File: config.mk
export PLATFORM = sky130hd
export DESIGN_NAME = apb_bus_scheduler
export DESIGN_NICKNAME = d
export VERILOG_FILES = /design/src/rtl/apb_sched_pkg.sv /design/src/rtl/apb_rr_arb2.sv /design/src/rtl/apb_bus_scheduler.sv
export SDC_FILE = /design/constraint.sdc
export NUM_CORES = 1
export LEC_CHECK = 0
export CAP_MARGIN = 20
export CORE_MARGIN = 1
export CORE_UTILIZATION = 39
export DETAILED_ROUTE_END_ITERATION = 8
export PLACE_DENSITY = 0.82
export SLEW_MARGIN = 0
export SYNTH_ARGS = -nofsm -noshare
export SYNTH_HDL_FRONTEND = slang
export SYNTH_SLANG_ARGS = --single-unit
File: constraint.sdc
create_clock -name PCLK -period 2.6 [get_ports PCLK]
set_clock_uncertainty 0.2 [all_clocks]
set_input_delay 0.39 -clock PCLK [delete_from_list [all_inputs] [get_ports PCLK]]
set_output_delay 0.39 -clock PCLK [all_outputs]
set_load 0.005 [all_outputs]
File: src/rtl/apb_sched_pkg.sv
// apb_sched_pkg: FSM state type and bus geometry shared by the APB scheduler files
package apb_sched_pkg;
  typedef enum logic [1:0] {IDLE, SETUP, ACCESS} state_t;
  localparam int ADDR_W_DEF = 7;
  localparam int DATA_W_DEF = 8;
  localparam int SEL_BIT = 6;
endpackage

File: src/rtl/apb_rr_arb2.sv
// apb_rr_arb2: two-way round-robin arbiter; pointer flips away from each winner
module apb_rr_arb2 (
  input  logic       clk,
  input  logic       rst,
  input  logic [1:0] req,
  input  logic       adv,
  output logic [1:0] gnt
);
  logic ptr;
  // a lone requester wins outright; on a tie ptr=1 favours requester 1
  always_comb gnt = (&req) ? (ptr ? 2'b10 : 2'b01) : req;
  // after each grant the loser gets the next tie
  always_ff @(posedge clk)
    if (rst) ptr <= 1'b0;
    else if (adv) ptr <= gnt[0];
endmodule

File: src/rtl/apb_bus_scheduler.sv
// apb_bus_scheduler: two-requester round-robin APB master; APB_TIMEOUT_EN adds an ACCESS timeout abort
module apb_bus_scheduler
  import apb_sched_pkg::*;
#(
  parameter int ADDR_W      = ADDR_W_DEF,
  parameter int DATA_W      = DATA_W_DEF,
  parameter int TIMEOUT_CYC = 16
) (
  input  logic                PCLK,
  input  logic                PRESET,
  input  logic [1:0]          req_valid,
  input  logic [1:0]          req_write,
  input  logic [2*ADDR_W-1:0] req_addr,
  input  logic [2*DATA_W-1:0] req_wdata,
  output logic [1:0]          req_grant,
  output logic [1:0]          req_done,
  output logic [DATA_W-1:0]   rsp_rdata,
  output logic                rsp_err,
  output logic                PSELECT1,
  output logic                PSELECT2,
  output logic                PENABLE,
  output logic                PWRITE,
  output logic [ADDR_W-1:0]   PADDR,
  output logic [DATA_W-1:0]   PWDATA,
  input  logic [DATA_W-1:0]   PRDATA,
  input  logic                PREADY,
  input  logic                PSLVERR
);
  state_t state, state_d;
  logic owner, win, ok, abort, finish, start;
  logic [1:0] elig, gnt;
  logic [ADDR_W-1:0] win_addr;
  logic [DATA_W-1:0] win_wdata;
  apb_rr_arb2 u_arb (.clk(PCLK), .rst(PRESET), .req(elig), .adv(start), .gnt(gnt));
  // the in-flight owner is masked so it cannot win again before its done
  always_comb begin
    elig = (state == IDLE) ? req_valid : req_valid & ~(owner ? 2'b10 : 2'b01);
    ok = state == ACCESS && PREADY;
    finish = ok || abort;
    start = |elig && (state == IDLE || ok);
    win = gnt[1];
    win_addr = win ? req_addr[ADDR_W +: ADDR_W] : req_addr[0 +: ADDR_W];
    win_wdata = win ? req_wdata[DATA_W +: DATA_W] : req_wdata[0 +: DATA_W];
  end
  // new grant goes to SETUP, SETUP always enters ACCESS, ACCESS holds until it finishes
  always_comb begin
    state_d = start ? SETUP : (state == SETUP || (state == ACCESS && !finish)) ? ACCESS : IDLE;
  end
  // state register
  always_ff @(posedge PCLK)
    if (PRESET) state <= IDLE;
    else state <= state_d;
  // registered APB drive and requester handshake
  always_ff @(posedge PCLK)
    if (PRESET) begin
      owner <= 1'b0;
      req_grant <= '0;
      req_done <= '0;
      rsp_rdata <= '0;
      rsp_err <= 1'b0;
      PSELECT1 <= 1'b0;
      PSELECT2 <= 1'b0;
      PENABLE <= 1'b0;
      PWRITE <= 1'b0;
      PADDR <= '0;
      PWDATA <= '0;
    end else begin
      req_grant <= start ? gnt : 2'b00;
      req_done <= finish ? (owner ? 2'b10 : 2'b01) : 2'b00;
      PENABLE <= state_d == ACCESS;
      if (start) begin
        owner <= win;
        PWRITE <= req_write[win];
        PADDR <= win_addr;
        PWDATA <= win_wdata;
        PSELECT1 <= win_addr[SEL_BIT];
        PSELECT2 <= !win_addr[SEL_BIT];
      end else if (state_d == IDLE) begin
        PSELECT1 <= 1'b0;
        PSELECT2 <= 1'b0;
      end
      if (finish) begin
        rsp_rdata <= (ok && !PWRITE) ? PRDATA : '0;
        rsp_err <= ok ? PSLVERR : 1'b1;
      end
    end
`ifdef APB_TIMEOUT_EN
  localparam int CW = $clog2(TIMEOUT_CYC + 1);
  localparam logic [CW-1:0] LAST = CW'(TIMEOUT_CYC - 1);
  logic [CW-1:0] cnt;
  // counts ACCESS cycles of the current transfer, restarting at each SETUP
  always_ff @(posedge PCLK)
    if (PRESET || state == SETUP) cnt <= '0;
    else if (state == ACCESS) cnt <= cnt + 1'b1;
  assign abort = state == ACCESS && !PREADY && cnt == LAST;
`else
  assign abort = 1'b0;
`endif
endmodule

== Yosys cells after proc, flatten, opt, wreduce, memory -nomap -nowiden ==
Index checks and enable logic that the tools add are counted.

* Register bits after elaboration: 36
* Bits of input ports: 46
* Output and inout bits: 32

* Magnitude comparators: 1
* Equal/unequal tests: 3
* Multiplexer cells: 14
* Bitwise operators: 4
* Reductions and logical operators: 16

{| class="wikitable"
|+ Operators by type and width
! kind !! count
|-
| $mux W8 || 2
|-
| $mux W2 || 6
|-
| $mux W7 || 1
|-
| $reduce_or A2 Y1 || 3
|-
| $mux W1 || 5
|-
| $eq A2 B2 Y1 const B || 2
|-
| $logic_and A1 B1 Y1 || 4
|-
| $logic_not A2 Y1 || 2
|-
| $logic_not A1 Y1 || 3
|-
| $and A2 B2 Y2 || 1
|-
| $eq A2 B1 Y1 const B || 1
|-
| $logic_or A1 B1 Y1 || 2
|-
| $lt A1 B2 Y1 const B || 1
|-
| $not A1 Y1 || 2
|-
| $not A2 Y2 || 1
|-
| $reduce_and A2 Y1 || 1
|-
| $reduce_bool A2 Y1 || 1
|}

== Depth between registers and ports, before layout ==
* Depth in word-level cells: 10
* Depth in mapped cells: 7

== Modules after synthesis ==
From an unflattened synthesis, not the netlist that was laid out.

* Cells, all modules: 159
* Area total of the unflattened synthesis: 1562.7 um^2

{| class="wikitable"
|+ By module, submodules not included
! module !! times used !! cells an instance !! area each (um^2) !! seq. area each (um^2)
|-
| apb_bus_scheduler || 1 || 152 || 1495.2 || 680.7
|-
| apb_rr_arb2 || 1 || 7 || 67.6 || 20.0
|}

== Worst setup path before layout ==
No wires, ideal clock.

* Kind: register -> register
* Start point: register state[1]
* End point: register PADDR[0]
* Setup time: 139 ps
* Data arrival time: 1518 ps
* Setup slack: 742 ps
* Stages on the path, launching flop included: 8
* Path buffers: 3
* Path through: dfxtp_1 > clkbuf_2 > or4b_4 > and3_1 > buf_6 > buf_8 > nand2_1 > a311oi_2

* Word-level cells in the longest chain between the ends: 5

{| class="wikitable"
|+ RTL lines
! element !! line !! source
|-
| start: declaration || apb_bus_scheduler.sv:29 || <nowiki>state_t state, state_d;</nowiki>
|-
| start signal: assignment || apb_bus_scheduler.sv:52 || <nowiki>else state <= state_d;</nowiki>
|-
| $logic_not A2 Y1 || apb_bus_scheduler.sv:37, apb_bus_scheduler.sv:40 ||
|-
| $mux W2 || apb_bus_scheduler.sv:37 || <nowiki>elig = (state == IDLE) ? req_valid : req_valid & ~(owner ? 2'b10 : 2'b01);</nowiki>
|-
| $reduce_and A2 Y1 || apb_rr_arb2.sv:11 || <nowiki>always_comb gnt = (&req) ? (ptr ? 2'b10 : 2'b01) : req;</nowiki>
|-
| $mux W2 || apb_rr_arb2.sv:11 ||
|-
| $mux W7 || apb_bus_scheduler.sv:42 || <nowiki>win_addr = win ? req_addr[ADDR_W +: ADDR_W] : req_addr[0 +: ADDR_W];</nowiki>
|-
| end signal: assignment || apb_bus_scheduler.sv:74 || <nowiki>PADDR <= win_addr;</nowiki>
|-
| end: declaration || apb_bus_scheduler.sv:23 || <nowiki>output logic [ADDR_W-1:0] PADDR,</nowiki>
|}

Several ways; a longest one is shown, not always the timed one.
A chain may end at the register's enable or synchronous reset.

== Worst setup path after layout ==
* Start point: input req_valid[0]
* End point: register PADDR[0]

* Word-level cells in the longest chain between the ends: 5

{| class="wikitable"
|+ RTL lines
! element !! line !! source
|-
| start: declaration || apb_bus_scheduler.sv:11 || <nowiki>input logic [1:0] req_valid,</nowiki>
|-
| $and A2 B2 Y2 || apb_bus_scheduler.sv:37 ||
|-
| $mux W2 * || apb_bus_scheduler.sv:37 ||
|-
| $reduce_and A2 Y1 || apb_rr_arb2.sv:11 ||
|-
| $mux W2 || apb_rr_arb2.sv:11 ||
|-
| $mux W7 || apb_bus_scheduler.sv:42 ||
|}

Mark *: on every way between the ends. The rest lies on a longest branch, timed or not.

==> results.json <==
{
  "end_kind": "flip-flop",
  "h-tree-depth": 2,
  "cts_resized": 0,
  "dr.first_iter.drc_count": 51,
  "crit_slowest_cell": "clkdlybuf4s50_1",
  "max_cap_viol_count": 0,
  "period_needed_ns": 2.10,
  "worstPathRequired_ns": 2.54,
  "cts_buffers": 5,
  "syn-num-nets": 210,
  "cp_top_family": "simple AND/OR/NAND/NOR gates",
  "grt_pass1_vias": 1372,
  "drc_errors": 0,
  "root_buffer": "clkbuf_8",
  "cts_hold_buf": 0,
  "hp-class": "flip-flop to flip-flop",
  "netlist_instances": 164,
  "cts_setup_buffers": 0,
  "pin_count": 78,
  "path_buf_inv": 1,
  "die_w_um": 64.1,
  "grt-ovfl-total": 0,
  "grt_antenna_before_repair": 0,
  "slew_violations": 0,
  "worst-path-max-fanout": 16,
  "antenna_left": 0,
  "track_usage_pct": 18.8,
  "start_util_pct": 40.7,
  "cpPeakStageDelay_ns": 0.51,
  "die_y_um": 64.1,
  "worstMarginPinSlew_ns": 0.658,
  "core_region_area_sq_mm": 0.00369,
  "grt_max_degree": 23,
  "synth.ff_latch_count": 35,
  "crit_type": "primary input to flip-flop",
  "via_per_inst": 4.86,
  "syn_area_per_cell_sq_um": 9.16,
  "clk_pin_slew_worst_paths_ns": 0.07,
  "p_leak_nw": 0.925,
  "detailed_place_hpwl_mm": 2.63,
  "yosys_warnings": 0,
  "vdd_drop_max_v": 0.000378,
  "worstSetupStartpointType": "primary input",
  "rows": 22,
  "timing.fmax_mhz": 477,
  "antennaDiodeCount": 0,
  "grt_pass1_wl_mm": 6.00,
  "synth_cell_types": 29,
  "drive_gt1_share_pct": 10.3,
  "die-area_sq_mm": 0.00410,
  "dr_total_vias": 1409,
  "arrival_ns": 2.04,
  "outcome": "finished, final reports clean",
  "clk_path_buf_depth": 2,
  "dr.pass1.iters": 4,
  "routed_wl_mm": 3.64,
  "place.gp.congestion": 0.710,
  "slew_headroom_pct": 56.0,
  "rsz0062_at_grt": "false",
  "hold_viol_final": 0,
  "fin_nets": 287,
  "cts.sinks": 35,
  "cts_tree": "done",
  "wire_per_inst_um": 12.6,
  "power.density_mw_per_mm2": 593,
  "fillerInstances": 348,
  "setup_tns_ns": 0,
  "p_total_mw": 1.43,
  "finalSetupViolations": 0,
  "port_buffers": 77,
  "synth_area_sq_mm": 0.00150,
  "clkLatencyLatePin_ns": 0.28,
  "seq_area_frac_synth_pct": 46.6,
  "worstPathCellList": "clkdlybuf4s50_1 -> or4b_4 -> and3_1 -> nand2_1 -> a311oi_2",
  "finalCritPeriodShare_pct": 80.7,
  "area_delta_synth_final_pct": 60.7
}
[synth_stat cells]
cell	count	share of area, %
a22o_1	1	0.58
buf_8	1	1.0
buf_1	2	0.50
a211o_1	1	0.58
a211oi_1	1	0.50
inv_1	2	0.50
clkbuf_2	1	0.33
nor3_1	1	0.33
nor3b_1	10	5.0
o32ai_2	1	1.1
o2bb2ai_1	1	0.58
nor2_1	30	7.5
or4b_4	1	0.92
clkbuf_1	3	0.75
a21boi_0	1	0.50
buf_6	3	2.2
dfxtp_1	35	47
and2_1	1	0.42
a21oi_1	9	3.0
nand2b_1	2	0.83
o21ai_0	1	0.33
nand3b_1	1	0.50
nand3_2	1	0.67
a311oi_2	9	9.0
a311oi_1	6	3.5
buf_2	3	1.0
and3_1	1	0.42
mux2i_1	5	3.3
nand2_1	30	7.5
[per-layer routing]
metal  wire [um]  global-route usage [%]  vias to the layer above
met3         203                    5.71                        6
met4          25                    4.83                        0
met2        1800                    33.6                       39
met5           0                       0                        -
met1        1610                    21.4                      644
li1            -                       -                      720
[logic make-up after synthesis]
family	after synthesis	synth area share, %
AO/OA/AOI/OAI	31	19.7
flip-flops	35	46.6
buffers and inverters	15	6.33
multiplexers	5	3.33
AND/OR/NAND/NOR	78	24.1
[sequential cells by signal, indices dropped and copies added (netlist names)]
signal	flops
rsp_rdata	8
req_grant	2
owner	1
rsp_err	1
u_arb.ptr	1
PSELECT1	1
PWRITE	1
req_done	2
PSELECT2	1
PWDATA	8
PADDR	7
state	2
[through the flow]
step | hold WS, ns | utilization, % | setup slack, ns | cell area, sq um | std cells
after floorplan | 0.256 | - | 0.742 | 1500 | 164
after global placement | 0.266 | 62.8 | 0.221 | 2310 | 282
after detailed placement | 0.260 | 62.8 | 0.177 | 2310 | 282
after CTS | 0.284 | 65.5 | 0.471 | 2410 | 290
after global routing | 0.321 | 65.5 | 0.370 | 2410 | 290
final | 0.282 | 65.5 | 0.503 | 2410 | 290
[final cells by class]
type	instances	area, sq um	area share, %
flip-flops and latches	35	701	29.0
repair buffers	83	828	34.3
inverters	2	7.51	0.311
well taps	48	60.1	2.49
multi-input cells	114	718	29.7
clock buffers	8	100	4.15
[final timing paths]
check	startpoint	end	slack, ns	cells after the start
max	req_valid[0]	PADDR[0]$_SDFFE_PP0P_	0.50	5
min	PSELECT1$_SDFFE_PP0P_	PSELECT1$_SDFFE_PP0P_	0.28	1
max reg2reg	state[0]$_SDFF_PP0_	PADDR[0]$_SDFFE_PP0P_	0.52	4
min reg2reg	PSELECT1$_SDFFE_PP0P_	PSELECT1$_SDFFE_PP0P_	0.28	1
[layout by cell type, fill, tap and decap left out, types with 2 or more instances in the layout]
master	synthesis	routed
a21oi_1	9	9
a311oi_1	6	6
a311oi_2	9	9
buf_4	0	5
clkbuf_8	0	7
clkdlybuf4s50_1	0	77
dfxtp_1	35	35
inv_1	2	2
mux2i_1	5	5
nand2_1	30	30
nand2b_1	2	2
nor2_1	30	30
nor3b_1	10	10
[power by group]
group,internal (mW),switching (mW),leakage [nW]
clock network,0.242,0.182,0.0515
logic,0.226,0.152,0.586
registers,0.590,0.0406,0.288
No activity file was read; power rests on OpenSTA's default activity.
